===== src/rtl/sig_gen_pkg.sv =====
// Shared constants and types for the sine-generation blocks.
// Phases carry 29 fractional bits of radians.
package sig_gen_pkg;

   localparam int PHASE_W  = 31;
   localparam int DELTA_W  = 30;
   localparam int SAMPLE_W = 16;

   localparam logic [31:0] PI      = 32'h6487ED51;
   localparam logic [31:0] HALF_PI = PI >> 1;

   typedef enum logic [2:0] {
      ST_IDLE   = 3'd0,
      ST_SCAN   = 3'd1,
      ST_ISSUE  = 3'd2,
      ST_WAIT   = 3'd3,
      ST_STORE  = 3'd4,
      ST_COMMIT = 3'd5
   } sched_state_t;

endpackage


===== src/rtl/phase_fold.sv =====
// Phase advance with a single pi fold, keeping the phase in the CORDIC input range.
// When a fold happens, toggle_o tells the caller to flip the output sign.
module phase_fold
   import sig_gen_pkg::*;
(
   input  logic [PHASE_W-1:0] phase_i,
   input  logic [DELTA_W-1:0] delta_i,
   output logic [PHASE_W-1:0] phase_o,
   output logic               toggle_o
);

   logic [PHASE_W:0] sum_s;

   // Advance the phase; fold by pi when the sum leaves [-pi/2, pi/2]
   always_comb begin
      sum_s = {phase_i[PHASE_W-1], phase_i} + {2'b00, delta_i};
      if (!sum_s[PHASE_W] && (sum_s > HALF_PI)) begin
         phase_o  = sum_s[PHASE_W-1:0] - PI[PHASE_W-1:0];
         toggle_o = 1'b1;
      end else begin
         phase_o  = sum_s[PHASE_W-1:0];
         toggle_o = 1'b0;
      end
   end

endmodule


===== src/rtl/sin_voice_scheduler.sv =====
// Shares one CORDIC sine core across NUM_VOICES oscillators.
// Each sample tick produces one coherent frame of voice samples.
module sin_voice_scheduler
   import sig_gen_pkg::*;
#(
   parameter int NUM_VOICES     = 4,
   parameter int CORDIC_TIMEOUT = 63
) (
   input  logic                           clk,
   input  logic                           rst,
   input  logic                           sample_tick,
   input  logic [NUM_VOICES-1:0]          voice_enable,
   input  logic [NUM_VOICES*DELTA_W-1:0]  delta_angle,
   output logic [23:0]                    cordic_angle,
   output logic                           cordic_start,
   input  logic                           cordic_busy,
   input  logic [SAMPLE_W-1:0]            cordic_out,
   input  logic                           cordic_out_valid,
   output logic [NUM_VOICES*SAMPLE_W-1:0] voice_sample,
   output logic                           frame_valid,
   output logic                           tick_overrun
);

   localparam int IDX_W = (NUM_VOICES > 1) ? $clog2(NUM_VOICES) : 1;
   localparam int CNT_W = $clog2(NUM_VOICES + 1);
   localparam int TMO_W = $clog2(CORDIC_TIMEOUT + 1);

   sched_state_t                  state_q, state_d;
   logic [NUM_VOICES-1:0]         mask_q, mask_d;
   logic [IDX_W-1:0]              idx_q, idx_d;
   logic [CNT_W-1:0]              next_q, next_d;
   logic [TMO_W-1:0]              timer_q, timer_d;
   logic                          neg_cur_q, neg_cur_d;
   logic                          timed_out_q, timed_out_d;
   logic [SAMPLE_W-1:0]           result_q, result_d;
   logic [PHASE_W-1:0]            phase_q [NUM_VOICES];
   logic [PHASE_W-1:0]            phase_d [NUM_VOICES];
   logic                          neg_q [NUM_VOICES];
   logic                          neg_d [NUM_VOICES];
   logic [SAMPLE_W-1:0]           shadow_q [NUM_VOICES];
   logic [SAMPLE_W-1:0]           shadow_d [NUM_VOICES];
   logic                          cordic_start_q, cordic_start_d;
   logic [23:0]                   cordic_angle_q, cordic_angle_d;
   logic [NUM_VOICES*SAMPLE_W-1:0] voice_sample_q, voice_sample_d;
   logic                          frame_valid_q, frame_valid_d;
   logic                          found_s;
   logic [PHASE_W-1:0]            fold_phase_s;
   logic                          fold_toggle_s;

   phase_fold u_fold (
      .phase_i  (phase_q[idx_q]),
      .delta_i  (delta_angle[int'(idx_q)*DELTA_W +: DELTA_W]),
      .phase_o  (fold_phase_s),
      .toggle_o (fold_toggle_s)
   );

   // Next-state and datapath updates for the scheduler FSM
   always_comb begin
      state_d        = state_q;
      mask_d         = mask_q;
      idx_d          = idx_q;
      next_d         = next_q;
      timer_d        = timer_q;
      neg_cur_d      = neg_cur_q;
      timed_out_d    = timed_out_q;
      result_d       = result_q;
      phase_d        = phase_q;
      neg_d          = neg_q;
      shadow_d       = shadow_q;
      cordic_start_d = 1'b0;
      cordic_angle_d = cordic_angle_q;
      voice_sample_d = voice_sample_q;
      frame_valid_d  = 1'b0;
      found_s        = 1'b0;

      case (state_q)
         ST_IDLE: begin
            if (sample_tick) begin
               mask_d  = voice_enable;
               next_d  = '0;
               state_d = ST_SCAN;
            end else begin
               state_d = ST_IDLE;
            end
         end
         ST_SCAN: begin
            for (int j = 0; j < NUM_VOICES; j++) begin
               if (!mask_q[j]) begin
                  phase_d[j]  = '0;
                  neg_d[j]    = 1'b0;
                  shadow_d[j] = '0;
               end else if (!found_s && (CNT_W'(j) >= next_q)) begin
                  found_s = 1'b1;
                  idx_d   = IDX_W'(j);
               end else begin
                  found_s = found_s;
               end
            end
            state_d = found_s ? ST_ISSUE : ST_COMMIT;
         end
         ST_ISSUE: begin
            if (!cordic_busy) begin
               cordic_start_d = 1'b1;
               cordic_angle_d = phase_q[idx_q][PHASE_W-1:7];
               neg_cur_d      = neg_q[idx_q];
               timer_d        = '0;
               state_d        = ST_WAIT;
            end else begin
               state_d = ST_ISSUE;
            end
         end
         ST_WAIT: begin
            if (cordic_out_valid) begin
               result_d    = cordic_out;
               timed_out_d = 1'b0;
               state_d     = ST_STORE;
            end else if (timer_q == TMO_W'(CORDIC_TIMEOUT - 1)) begin
               result_d    = '0;
               timed_out_d = 1'b1;
               state_d     = ST_STORE;
            end else begin
               timer_d = timer_q + TMO_W'(1);
            end
         end
         ST_STORE: begin
            // Two's-complement negate; -32768 wraps onto itself
            shadow_d[idx_q] = neg_cur_q ? (SAMPLE_W'(0) - result_q) : result_q;
            if (!timed_out_q) begin
               phase_d[idx_q] = fold_phase_s;
               neg_d[idx_q]   = neg_q[idx_q] ^ fold_toggle_s;
            end else begin
               phase_d[idx_q] = phase_q[idx_q];
            end
            next_d  = CNT_W'(idx_q) + CNT_W'(1);
            state_d = ST_SCAN;
         end
         ST_COMMIT: begin
            for (int j = 0; j < NUM_VOICES; j++) begin
               voice_sample_d[j*SAMPLE_W +: SAMPLE_W] = shadow_q[j];
            end
            frame_valid_d = 1'b1;
            state_d       = ST_IDLE;
         end
         default: begin
            state_d = ST_IDLE;
         end
      endcase
   end

   // State and output registers with synchronous reset
   always_ff @(posedge clk) begin
      if (rst) begin
         state_q        <= ST_IDLE;
         mask_q         <= '0;
         idx_q          <= '0;
         next_q         <= '0;
         timer_q        <= '0;
         neg_cur_q      <= 1'b0;
         timed_out_q    <= 1'b0;
         result_q       <= '0;
         cordic_start_q <= 1'b0;
         cordic_angle_q <= '0;
         voice_sample_q <= '0;
         frame_valid_q  <= 1'b0;
         for (int j = 0; j < NUM_VOICES; j++) begin
            phase_q[j]  <= '0;
            neg_q[j]    <= 1'b0;
            shadow_q[j] <= '0;
         end
      end else begin
         state_q        <= state_d;
         mask_q         <= mask_d;
         idx_q          <= idx_d;
         next_q         <= next_d;
         timer_q        <= timer_d;
         neg_cur_q      <= neg_cur_d;
         timed_out_q    <= timed_out_d;
         result_q       <= result_d;
         cordic_start_q <= cordic_start_d;
         cordic_angle_q <= cordic_angle_d;
         voice_sample_q <= voice_sample_d;
         frame_valid_q  <= frame_valid_d;
         phase_q        <= phase_d;
         neg_q          <= neg_d;
         shadow_q       <= shadow_d;
      end
   end

   assign cordic_start = cordic_start_q;
   assign cordic_angle = cordic_angle_q;
   assign voice_sample = voice_sample_q;
   assign frame_valid  = frame_valid_q;
   assign tick_overrun = sample_tick && (state_q != ST_IDLE);

endmodule


===== config.mk =====
export PLATFORM = sky130hd
export DESIGN_NAME = sin_voice_scheduler
export DESIGN_NICKNAME = d
export VERILOG_FILES = /design/src/rtl/sig_gen_pkg.sv /design/src/rtl/phase_fold.sv /design/src/rtl/sin_voice_scheduler.sv
export SDC_FILE = /design/constraint.sdc
export NUM_CORES = 1
export LEC_CHECK = 0
export ABC_CLOCK_PERIOD_IN_PS = 12900
export CAP_MARGIN = 20
export CORE_MARGIN = 2
export CORE_UTILIZATION = 40
export CTS_CLUSTER_DIAMETER = 60
export DETAILED_ROUTE_END_ITERATION = 8
export HOLD_SLACK_MARGIN = 0.02
export PLACE_DENSITY_LB_ADDON = 0.1
export SLEW_MARGIN = 20
export SYNTH_ARGS = -nofsm -noshare
export SYNTH_HDL_FRONTEND = slang
export SYNTH_SLANG_ARGS = --single-unit

===== constraint.sdc =====
create_clock -name clk -period 12.9 [get_ports clk]
set_input_delay 2.58 -clock clk [delete_from_list [all_inputs] [get_ports clk]]
set_output_delay 2.58 -clock clk [all_outputs]
set_load 0.05 [all_outputs]

==> impl_results.md, run 1 <==
- TritonCTS sink count: 318
- Critical Path Sink Type: register
- Synth Area in Adders: 0.03150
- Die Wd: 204.8 microns
- Post-route minimum period: about 8 ns
- Kind of critical path: in2reg
- Seq cells post-synth: 318
- Synth top area cells: dfxtp_1, mux4_2, a22oi_1
- # diodes: 0
- Syn_area_per_cell: between 8 and 9 sq um
- Sequential fraction of the synthesis area: 0.3947
- Clk_skew: roughly 0.025 ns
- Logic gate share of total power: 0.274
- Synth area leader: dfxtp_1
- Final slew viol count: 0
- Mapped Nets: between 2k and 2.5k
- Io pins: 236
- Internal power: 1.925 mW
- Largest stage delay, worst path: around 0.74 ns
- Synthesized area: between 15000 and 20000 sq um
- Total global routing overflow: 0
- Sum Neg Setup Slack: 0 ns
- Post-synthesis simple-gate area fraction: 0.1494
- Met3 WL: 3728 microns
- Netlist cell types: 75
- Residual DRC count: 0
- Detailed placement HPWL: between 30000 and 40000 microns
- RSZ-0062 raised after global routing: no
- Hold Path Class: reg2reg
- Wire length on met1: 23700 microns
- Leakage Power: 7.046 nW
- Crit-path cells: clkdlybuf4s50_1 -> mux4_2 -> ha_1 -> fa_1 -> a211oi_2 -> o21ai_1 -> a311oi_2 -> o21ai_1 -> a211oi_2 -> xor2_1 -> nand3_1 -> or3_1 -> a211oi_4 -> buf_4 -> o2111ai_1 -> xor2_1 -> o22ai_1
- XOR/XNOR share of the synthesized area: 0.03530
- Vias in the first global route: 14.76k
- CTS Hold Bufs: 0
- Status: complete, no violations
- Largest family of logic cells by synthesized area: compound AO/OA/AOI/OAI gates
- First-pass GRT wire length: 84710 microns
- IO Port Bufs: 235
- Setup violators final: 0
- Crit path DAT: 8.40 ns
- GRT Total Usage: 0.2604
- Drt via density: around 6
- Cells after synthesis: 1821
- Synth Flop Type: dfxtp_1
- Final hold vios: 0
- DP Worst Slack: 4.436 ns
- Clock Root Buffer: clkbuf_16
- Clock Latency Late Sink: 0.57 ns
- Peak VDD IR: 0.00008469 V
- GP Congestion: 0.9238
- Share of the synthesized area in the top cell type: 0.3947
- Number of max-cap violations: 0
- Synth Area in Compound Gates: 0.2636
- Initial antenna violation count: 0
- Ys async rst share: 0
- Final nets: 2175
- Largest net degree at the start of global routing: 89
- Final wirelength: roughly 55000 microns
- Met2 WL post-DR: between 20000 and 30000 microns
- Share of layout cells above drive strength 1: 0.09613
- DIE AREA: 41940 sq um
- Uppermost layer routed: met4
- Nature of the critical path startpoint: primary input
- CTS tree: yes
- Post-synth EDFFs: 0
- Slowest-stage cell, CP: a211oi_4
- Row cnt: 73
- Worst-Margin Slew: roughly 1.1 ns
- Deepest clock path buffer count: 3
- Final WS setup: roughly 5 ns
- Required time of the critical path: 13.29 ns
- Core Area: approximately 40000 sq um
- Final period utilization: 0.6208
- Seq pwr share: 0.351
- Clock power share: 0.375
- Post-synth top cells: dfxtp_1, nand2_1, a22oi_1
- Mux share of post-synthesis cell area: 0.08852
- H-tree levels: 2
- Drt pass-1 iters: 6
- CP Max Fanout: 18
- YS warnings: 0
- Most frequent cell after synthesis: dfxtp_1
- Clock transition at path regs: 0.06 ns
- Routed via count: 15.16k
- Slew HR: 0.2657
- NetSw: roughly 1000 uW
- Antenna Nets Post-Route: 0
- Net Sw Frac: 0.3408
- Die height: 204.8 microns
- Post-CTS setup buffer count: 0
- Num CTS Buffers: 38
- Per-cell routed wire length: 21.75 microns
- Cts repair resizes: 0
- Pwr dens: between 100 and 150 nW/um^2
- Initial Util: 0.4059
- Max Clk Rate: 0.1249 GHz
- Layout area overhead: 25.44%
- First DRT Iteration DRCs: around 1.1k
-- power by group through the flow --
stage / Clock [mW] / Sequential, mW / Combinational (mW)
2_1_floorplan: 0 / 1.03 / 0.533
4_1_cts: 1.12 / 1.02 / 0.791
6_report: 1.09 / 1.02 / 0.801
3_3_place_gp: 0 / 1.04 / 0.784
3_5_place_dp: 0 / 1.05 / 0.787
5_1_grt: 1.16 / 1.03 / 0.863
-- through the flow --
| stage | util | hold slack [ns] | instances | instance area, sq um | power [mW] |
|---|---|---|---|---|---|
| 2_1_floorplan | - | 0.4196 | 1821 | 16130 | 1.563 |
| 3_5_place_dp | 0.4763 | 0.4427 | 2474 | 18920 | 1.833 |
| 4_1_cts | 0.5086 | 0.4478 | 2542 | 20210 | 2.934 |
| 6_report | 0.5092 | 0.4487 | 2543 | 20230 | 2.919 |
| 3_3_place_gp | 0.4761 | 0.4322 | 2474 | 18920 | 1.828 |
| 5_1_grt | 0.5092 | 0.4698 | 2543 | 20230 | 3.053 |
-- layer usage --
metal / track usage / vias up
li1: - / 7124
met1: 0.3393 / 7422
met2: 0.4293 / 532
met3: 0.04995 / 78
met4: 0.09265 / 0
met5: 0 / -
-- cells in the final DEF, fill, tap and decap left out, types with 10 or more instances in the layout --
cell	instances
ha_1	39
nor3_1	25
mux4_2	62
inv_1	19
a31oi_1	10
buf_4	26
a21o_1	31
nand3_1	22
clkdlybuf4s50_1	234
or2_2	10
o21ai_0	95
and2_1	18
nor2_1	136
clkbuf_16	39
xor2_1	27
nand2_1	255
a21oi_1	134
a22o_1	17
xnor2_1	37
o22ai_1	16
and3_1	15
o211ai_1	26
o2bb2ai_1	16
dfxtp_1	316
o21ai_1	18
a22oi_1	184
-- cell families (layout without fill, tap and decap cells) --
group / Yosys count / after routing
muxes: 65 / 65
DFF: 318 / 318
xor gates and xnor gates: 65 / 65
and+or+nand+nor: 548 / 548
AOI/OAI and AO/OA: 633 / 633
adders and majority gates: 40 / 40
buffers and inverters: 152 / 349
-- path summary, 6_finish.rpt --
path / from / end / slack [ns] / depth (start not counted)
worst min register to register: shadow_q[15] / voice_sample[63] / 0.45 / 2
worst max-delay path: delta_angle[90] / phase_q[108] / 4.89 / 17
worst min-delay path: shadow_q[15] / voice_sample[63] / 0.45 / 2
worst max register to register: idx_q[0] / phase_q[108] / 5.62 / 17
-- flip-flops by register name, summed over array words and instances (netlist names) --
name	count
frame_valid	1
state_q	3
voice_sample	64
neg_cur_q	1
next_q	3
neg_q	4
shadow_q	64
phase_q	124
cordic_start	1
idx_q	2
result_q	16
mask_q	4
timed_out_q	1
cordic_angle	24
timer_q	6
-- cell type report --
class	count	area [sq um]
Fill cell	3836	19500
Multi-Input combinational cell	1351	9286
Timing Repair Buffer	262	2564
Tap cell	525	656.9
Clock buffer	55	1116
Inverter	19	71.32
Clock inverter	13	165.2
Sequential cell	318	6371
-- worst max-delay path, delay by kind of cell --
| family | cells | cell delay (ns) |
|---|---|---|
| adders and majority gates | 2 | 0.69 |
| muxes | 1 | 0.48 |
| AOI/OAI and AO/OA | 8 | 2.45 |
| and+or+nand+nor | 2 | 0.62 |
| xor gates and xnor gates | 2 | 0.82 |
| buffers and inverters | 2 | 0.74 |
No activity file was read; power rests on OpenSTA's default activity.
==> inputs of run 2 (changes only) <==
- ABC_CLOCK_PERIOD_IN_PS: 12900 -> 6500
- clock period: 12.9 -> 6.5 ns (I/O delays scaled with it)
==> impl_results.md, run 2 (synthesis results as in run 1) <==
- Placed cell count: between 2k and 3k
- R2r startpoint: idx_q[1]
- Nature of the critical path startpoint: primary input
- Internal power: 4.005 mW
- Initial Util: 0.4059
- First-pass GRT wire length: 86520 microns
- Routed via count: around 15k
- Hold Crit Endpoint: voice_sample[8]
- Hold Path Class: reg2reg
- Final std cells w/o fill: between 2k and 3k
- Worst reg2reg setup slack: about 0.90 ns
- First DRT Iteration DRCs: approximately 1.2k
- Most common cell after layout, fill and taps aside: dfxtp_1
- Total power: 6.032 mW
- Logic gate share of total power: 0.289
- Total global routing overflow: 0
- Final nets: between 2k and 2.5k
- H-tree levels: 2
- Hold_ws: 0.4524 ns
- Final slew viol count: 0
- TritonCTS sink count: 318
- Status: complete, no violations
- Crit path DAT: between 6 and 7 ns
- Clock Root Buffer: clkbuf_16
- Most frequent cells in the layout: dfxtp_1, nand2_1, clkdlybuf4s50_1
- Number of max-cap violations: 0
- GP Congestion: just under 1
- Residual DRC count: 0
- RSZ-0062 raised after global routing: no
- Clock transition at path regs: roughly 0.060 ns
- Die height: 204.8 microns
- Clk_skew: 0.02612 ns
- DP Worst Slack: 0.1223 ns
- Row cnt: 73
- Worst-Margin Slew: just under 1 ns
- IO Port Bufs: 235
- Clock power share: 0.376
- Clock Latency Late Sink: around 0.56 ns
- Worst hold path startpoint: voice_sample[8]
- Io pins: between 200 and 250
- Net Sw Frac: 0.3361
- Final Cell Area: 20630 sq um
- Sum Neg Setup Slack: 0 ns
- # diodes: 0
- Initial antenna violation count: 0
- Final period utilization: 0.8966
- Post-route minimum period: 5.828 ns
- Share of layout cells above drive strength 1: 0.1163
- NetSw: 2.027 mW
- Num CTS Buffers: 38
- Final wirelength: between 50000 and 60000 microns
- Seq pwr share: 0.335
- Drt via density: 5.977
- Die Wd: 204.8 microns
- CTS tree: yes
- Max Clk Rate: 0.1716 GHz
- Final WS setup: 0.6720 ns
- Setup violators final: 0
- Required time of the critical path: 6.93 ns
- Worst Setup SP: delta_angle[90]
- Slew HR: 0.3437
- Biggest register: phase_q
- Critical Path Sink Type: register
- Worst R2R End: phase_q[37]
- Vias in the first global route: 15.02k
- DIE AREA: 41940 sq um
- Post-CTS setup buffer count: 0
- Largest net degree at the start of global routing: 98
- Detailed placement HPWL: 39790 microns
- Drt pass-1 iters: 6
- Cell Area, Placed: 19280 sq um
- Cts repair resizes: 0
- Peak VDD IR: 0.0001929 V
- Post-layout util: 0.5192
- Deepest clock path buffer count: 3
- Pwr dens: approximately 290 nW/um^2
- Core Area: 39730 sq um
- Per-cell routed wire length: 21.66 microns
- Leakage Power: roughly 7.3 nW
- Layout area overhead: 27.90%
- GRT Total Usage: 0.2632
- CP Max Fanout: 11
- Hold depth: 2
- Largest register FFs: 124
- CTS Hold Bufs: 0
- Final hold vios: 0
- Register-to-Register Path Depth: 17
- Antenna Nets Post-Route: 0
- Kind of critical path: in2reg
## run 2: changes by cell type in the layout (fill, tap and decap cells not counted), moves of 2 or more
cell,change
clkinv_4,-2
buf_12,+2
clkinvlp_4,-2
bufinv_16,+3
clkinv_8,+2
inv_8,-2
clkinv_2,+5
buf_4,+44
clkbuf_1,-3
inv_6,+2
nand2_1,+2
nand2_2,-2
## run 2: worst max-delay path by stage
stage | to | slack [ns] | cells past startpoint
2_1_floorplan | phase_q[111] | 0.02 | 19
3_3_place_gp | phase_q[37] | 0.14 | 18
3_5_place_dp | phase_q[26] | 0.12 | 17
4_1_cts | phase_q[37] | 0.68 | 18
5_1_grt | phase_q[6] | 0.31 | 18
6_report | phase_q[37] | 0.67 | 18
## run 2: critical path, stage by stage
cell,delay (ns)
clkdlybuf4s50_1,0.39
mux4_2,0.49
ha_1,0.24
fa_1,0.42
a211oi_2,0.34
o21ai_1,0.16
a311oi_2,0.32
o21ai_1,0.18
xor2_1,0.24
nor4_1,0.38
nand3_1,0.15
or3_1,0.38
a211oi_2,0.27
buf_4,0.25
o211ai_1,0.11
xnor2_1,0.35
buf_4,0.20
o21ai_0,0.09
## run 2: power groups by stage
stage	registers, mW	clock network, mW	logic (mW)
after global placement	2.06	0	1.72
after detailed placement	2.06	0	1.72
after CTS	2.02	2.31	1.73
final	2.02	2.27	1.74
after floorplan	2.05	0	1.06
after global routing	2.02	2.40	1.87
## run 2: cell type report
cell class                 instances  area (sq um)
sequential                       318          6371
multi-input combinational       1351          9258
tap                              525         656.9
clock buffer                      50          1066
clock inverter                    19         285.3
fill                            3726         19100
timing repair buffer             307          2919
inverter                          19         71.32
## run 2: metal layers
metal / vias to the layer above / track usage / routed length, microns
li1: 7224 / - / -
met1: 7614 / 0.3491 / 24470
met2: 550 / 0.4444 / 26700
met3: 87 / 0.03023 / 3220
met4: 0 / 0.08799 / 1697
met5: - / 0 / 0
==> inputs of run 3 (changes only) <==
- CTS_CLUSTER_SIZE: unset -> 40
- HOLD_SLACK_MARGIN: 0.02 -> unset
==> impl_results.md, run 3 (synthesis results as in run 1) <==
- Final slew viol count: 0
- Crit path DAT: roughly 6.3 ns
- Met3 WL: 3402 microns
- Antenna Nets Post-Route: 0
- Final period utilization: 0.9019
- Setup violators final: 0
- Worst-Margin Slew: 0.9367 ns
- Kind of critical path: in2reg
- Post-layout util: 0.5115
- Logic gate share of total power: 0.311
- DIE AREA: 41940 sq um
- Num CTS Buffers: 29
- Clock transition at path regs: 0.08 ns
- Sum Neg Setup Slack: 0 ns
- Routed via count: 15.37k
- Final hold vios: 0
- Critical Path Sink Type: register
- Number of max-cap violations: 0
- Initial antenna violation count: 0
- Internal power: 3.556 mW
- Vias in the first global route: 14.88k
- Total global routing overflow: 0
- IO Port Bufs: 235
- Layout area overhead: 26.01%
- Clock Root Buffer: clkbuf_16
- Die Wd: 204.8 microns
- Seq pwr share: 0.359
- R2r startpoint: idx_q[1]
- Drt pass-1 iters: 5
- # diodes: 0
- Cts repair resizes: 0
- Net Sw Frac: 0.3661
- Deepest clock path buffer count: 3
- CTS tree: yes
- Largest net degree at the start of global routing: 98
- First DRT Iteration DRCs: 1239
- Post-route minimum period: 5.862 ns
- Max Clk Rate: 0.1706 GHz
- GRT Total Usage: 0.2602
- Die height: 204.8 microns
- Biggest register: phase_q
- Post-CTS setup buffer count: 0
- Required time of the critical path: 6.95 ns
- Most frequent cells in the layout: dfxtp_1, nand2_1, clkdlybuf4s50_1
- Wire length on met1: roughly 24000 microns
- Worst Setup SP: delta_angle[90]
- TritonCTS sink count: 318
- Leakage Power: around 7.1 nW
- Final nets: between 2k and 2.5k
- CP Max Fanout: 11
- Io pins: 236
- Peak VDD IR: 0.0002189 V
- Initial Util: 0.4059
- First-pass GRT wire length: between 80000 and 90000 microns
- Met2 WL post-DR: 26610 microns
- Detailed placement HPWL: 39790 microns
- Clk_skew: roughly 0.025 ns
- Hold Path Class: reg2reg
- GP Congestion: ~0.97
- Final wirelength: 55740 microns
- Cell Area, Placed: 19280 sq um
- Slew HR: 0.3718
- H-tree levels: 1
- Core Area: 39730 sq um
- Nature of the critical path startpoint: primary input
- Total power: approximately 5.6 mW
- Final Cell Area: 20320 sq um
- Drt via density: 5.971
- Clock Latency Late Sink: 0.59 ns
- Share of layout cells above drive strength 1: 0.1122
- Worst hold path startpoint: cordic_angle[20]
- RSZ-0062 raised after global routing: no
- Row cnt: 73
- CTS Hold Bufs: 0
- Most common cell after layout, fill and taps aside: dfxtp_1
- NetSw: 2.054 mW
- Residual DRC count: 0
- Clock power share: 0.330
- Largest register FFs: 124
- Uppermost layer routed: met4
- Pwr dens: approximately 280 nW/um^2
- Status: complete, no violations
- Per-cell routed wire length: 21.65 microns
-- run 3: cell count changes in the layout (fill, tap and decap cells not counted), moves of 3 or more --
| cell | delta |
|---|---|
| clkbuf_16 | -9 |
| clkbuf_8 | -7 |
| clkinv_8 | +6 |
| clkbuf_1 | -5 |
| bufinv_16 | -4 |
| inv_8 | +4 |
| clkinv_2 | -3 |
-- run 3: final cells by class --
| cell class | count | area (sq um) |
|---|---|---|
| Multi-Input combinational cell | 1351 | 9258 |
| Clock buffer | 29 | 725.7 |
| Clock inverter | 25 | 321.6 |
| Timing Repair Buffer | 307 | 2919 |
| Tap cell | 525 | 656.9 |
| Inverter | 19 | 71.32 |
| Fill cell | 3767 | 19410 |
| Sequential cell | 318 | 6371 |
-- run 3: path summary, 6_finish.rpt --
kind / end / slack, ns / cells past startpoint
setup / recovery: phase_q[37] / 0.64 / 18
hold / removal: cordic_angle[20] / 0.46 / 2
setup reg to reg: phase_q[37] / 0.87 / 17
hold reg to reg: cordic_angle[20] / 0.46 / 2
-- run 3: routing by layer --
layer / GRT usage / up-vias
li1: - / 7198
met1: 0.3470 / 7538
met2: 0.4449 / 564
met3: 0.02848 / 70
met4: 0.07220 / 0
met5: 0 / -
-- run 3: through the flow --
| step | hold slack [ns] | setup WS, ns | instances |
|---|---|---|---|
| finish | 0.4553 | 0.6377 | 2574 |
| global route | 0.4742 | 0.3502 | 2574 |
| CTS | 0.4566 | 0.7052 | 2574 |
| detailed placement | 0.4454 | 0.1223 | 2520 |
| global placement | 0.4374 | 0.1392 | 2520 |
| floorplan | 0.4196 | 0.01753 | 1821 |
-- run 3: worst max-delay path: stages --
cell and delay (ns):
clkdlybuf4s50_1 0.39, mux4_2 0.49, ha_1 0.24, fa_1 0.42
a211oi_2 0.34, o21ai_1 0.16, a311oi_2 0.32, o21ai_1 0.19
xor2_1 0.24, nor4_1 0.39, nand3_1 0.15, or3_1 0.38
a211oi_2 0.28, buf_4 0.25, o211ai_1 0.11, xnor2_1 0.37
buf_4 0.21, o21ai_0 0.09
-- run 3: power groups by stage --
stage	clock, mW	combinational (mW)	sequential (mW)
after floorplan	0	1.06	2.05
after global placement	0	1.72	2.06
after detailed placement	0	1.72	2.06
after CTS	1.89	1.73	2.01
after global routing	1.97	1.87	2.02
final	1.85	1.74	2.01
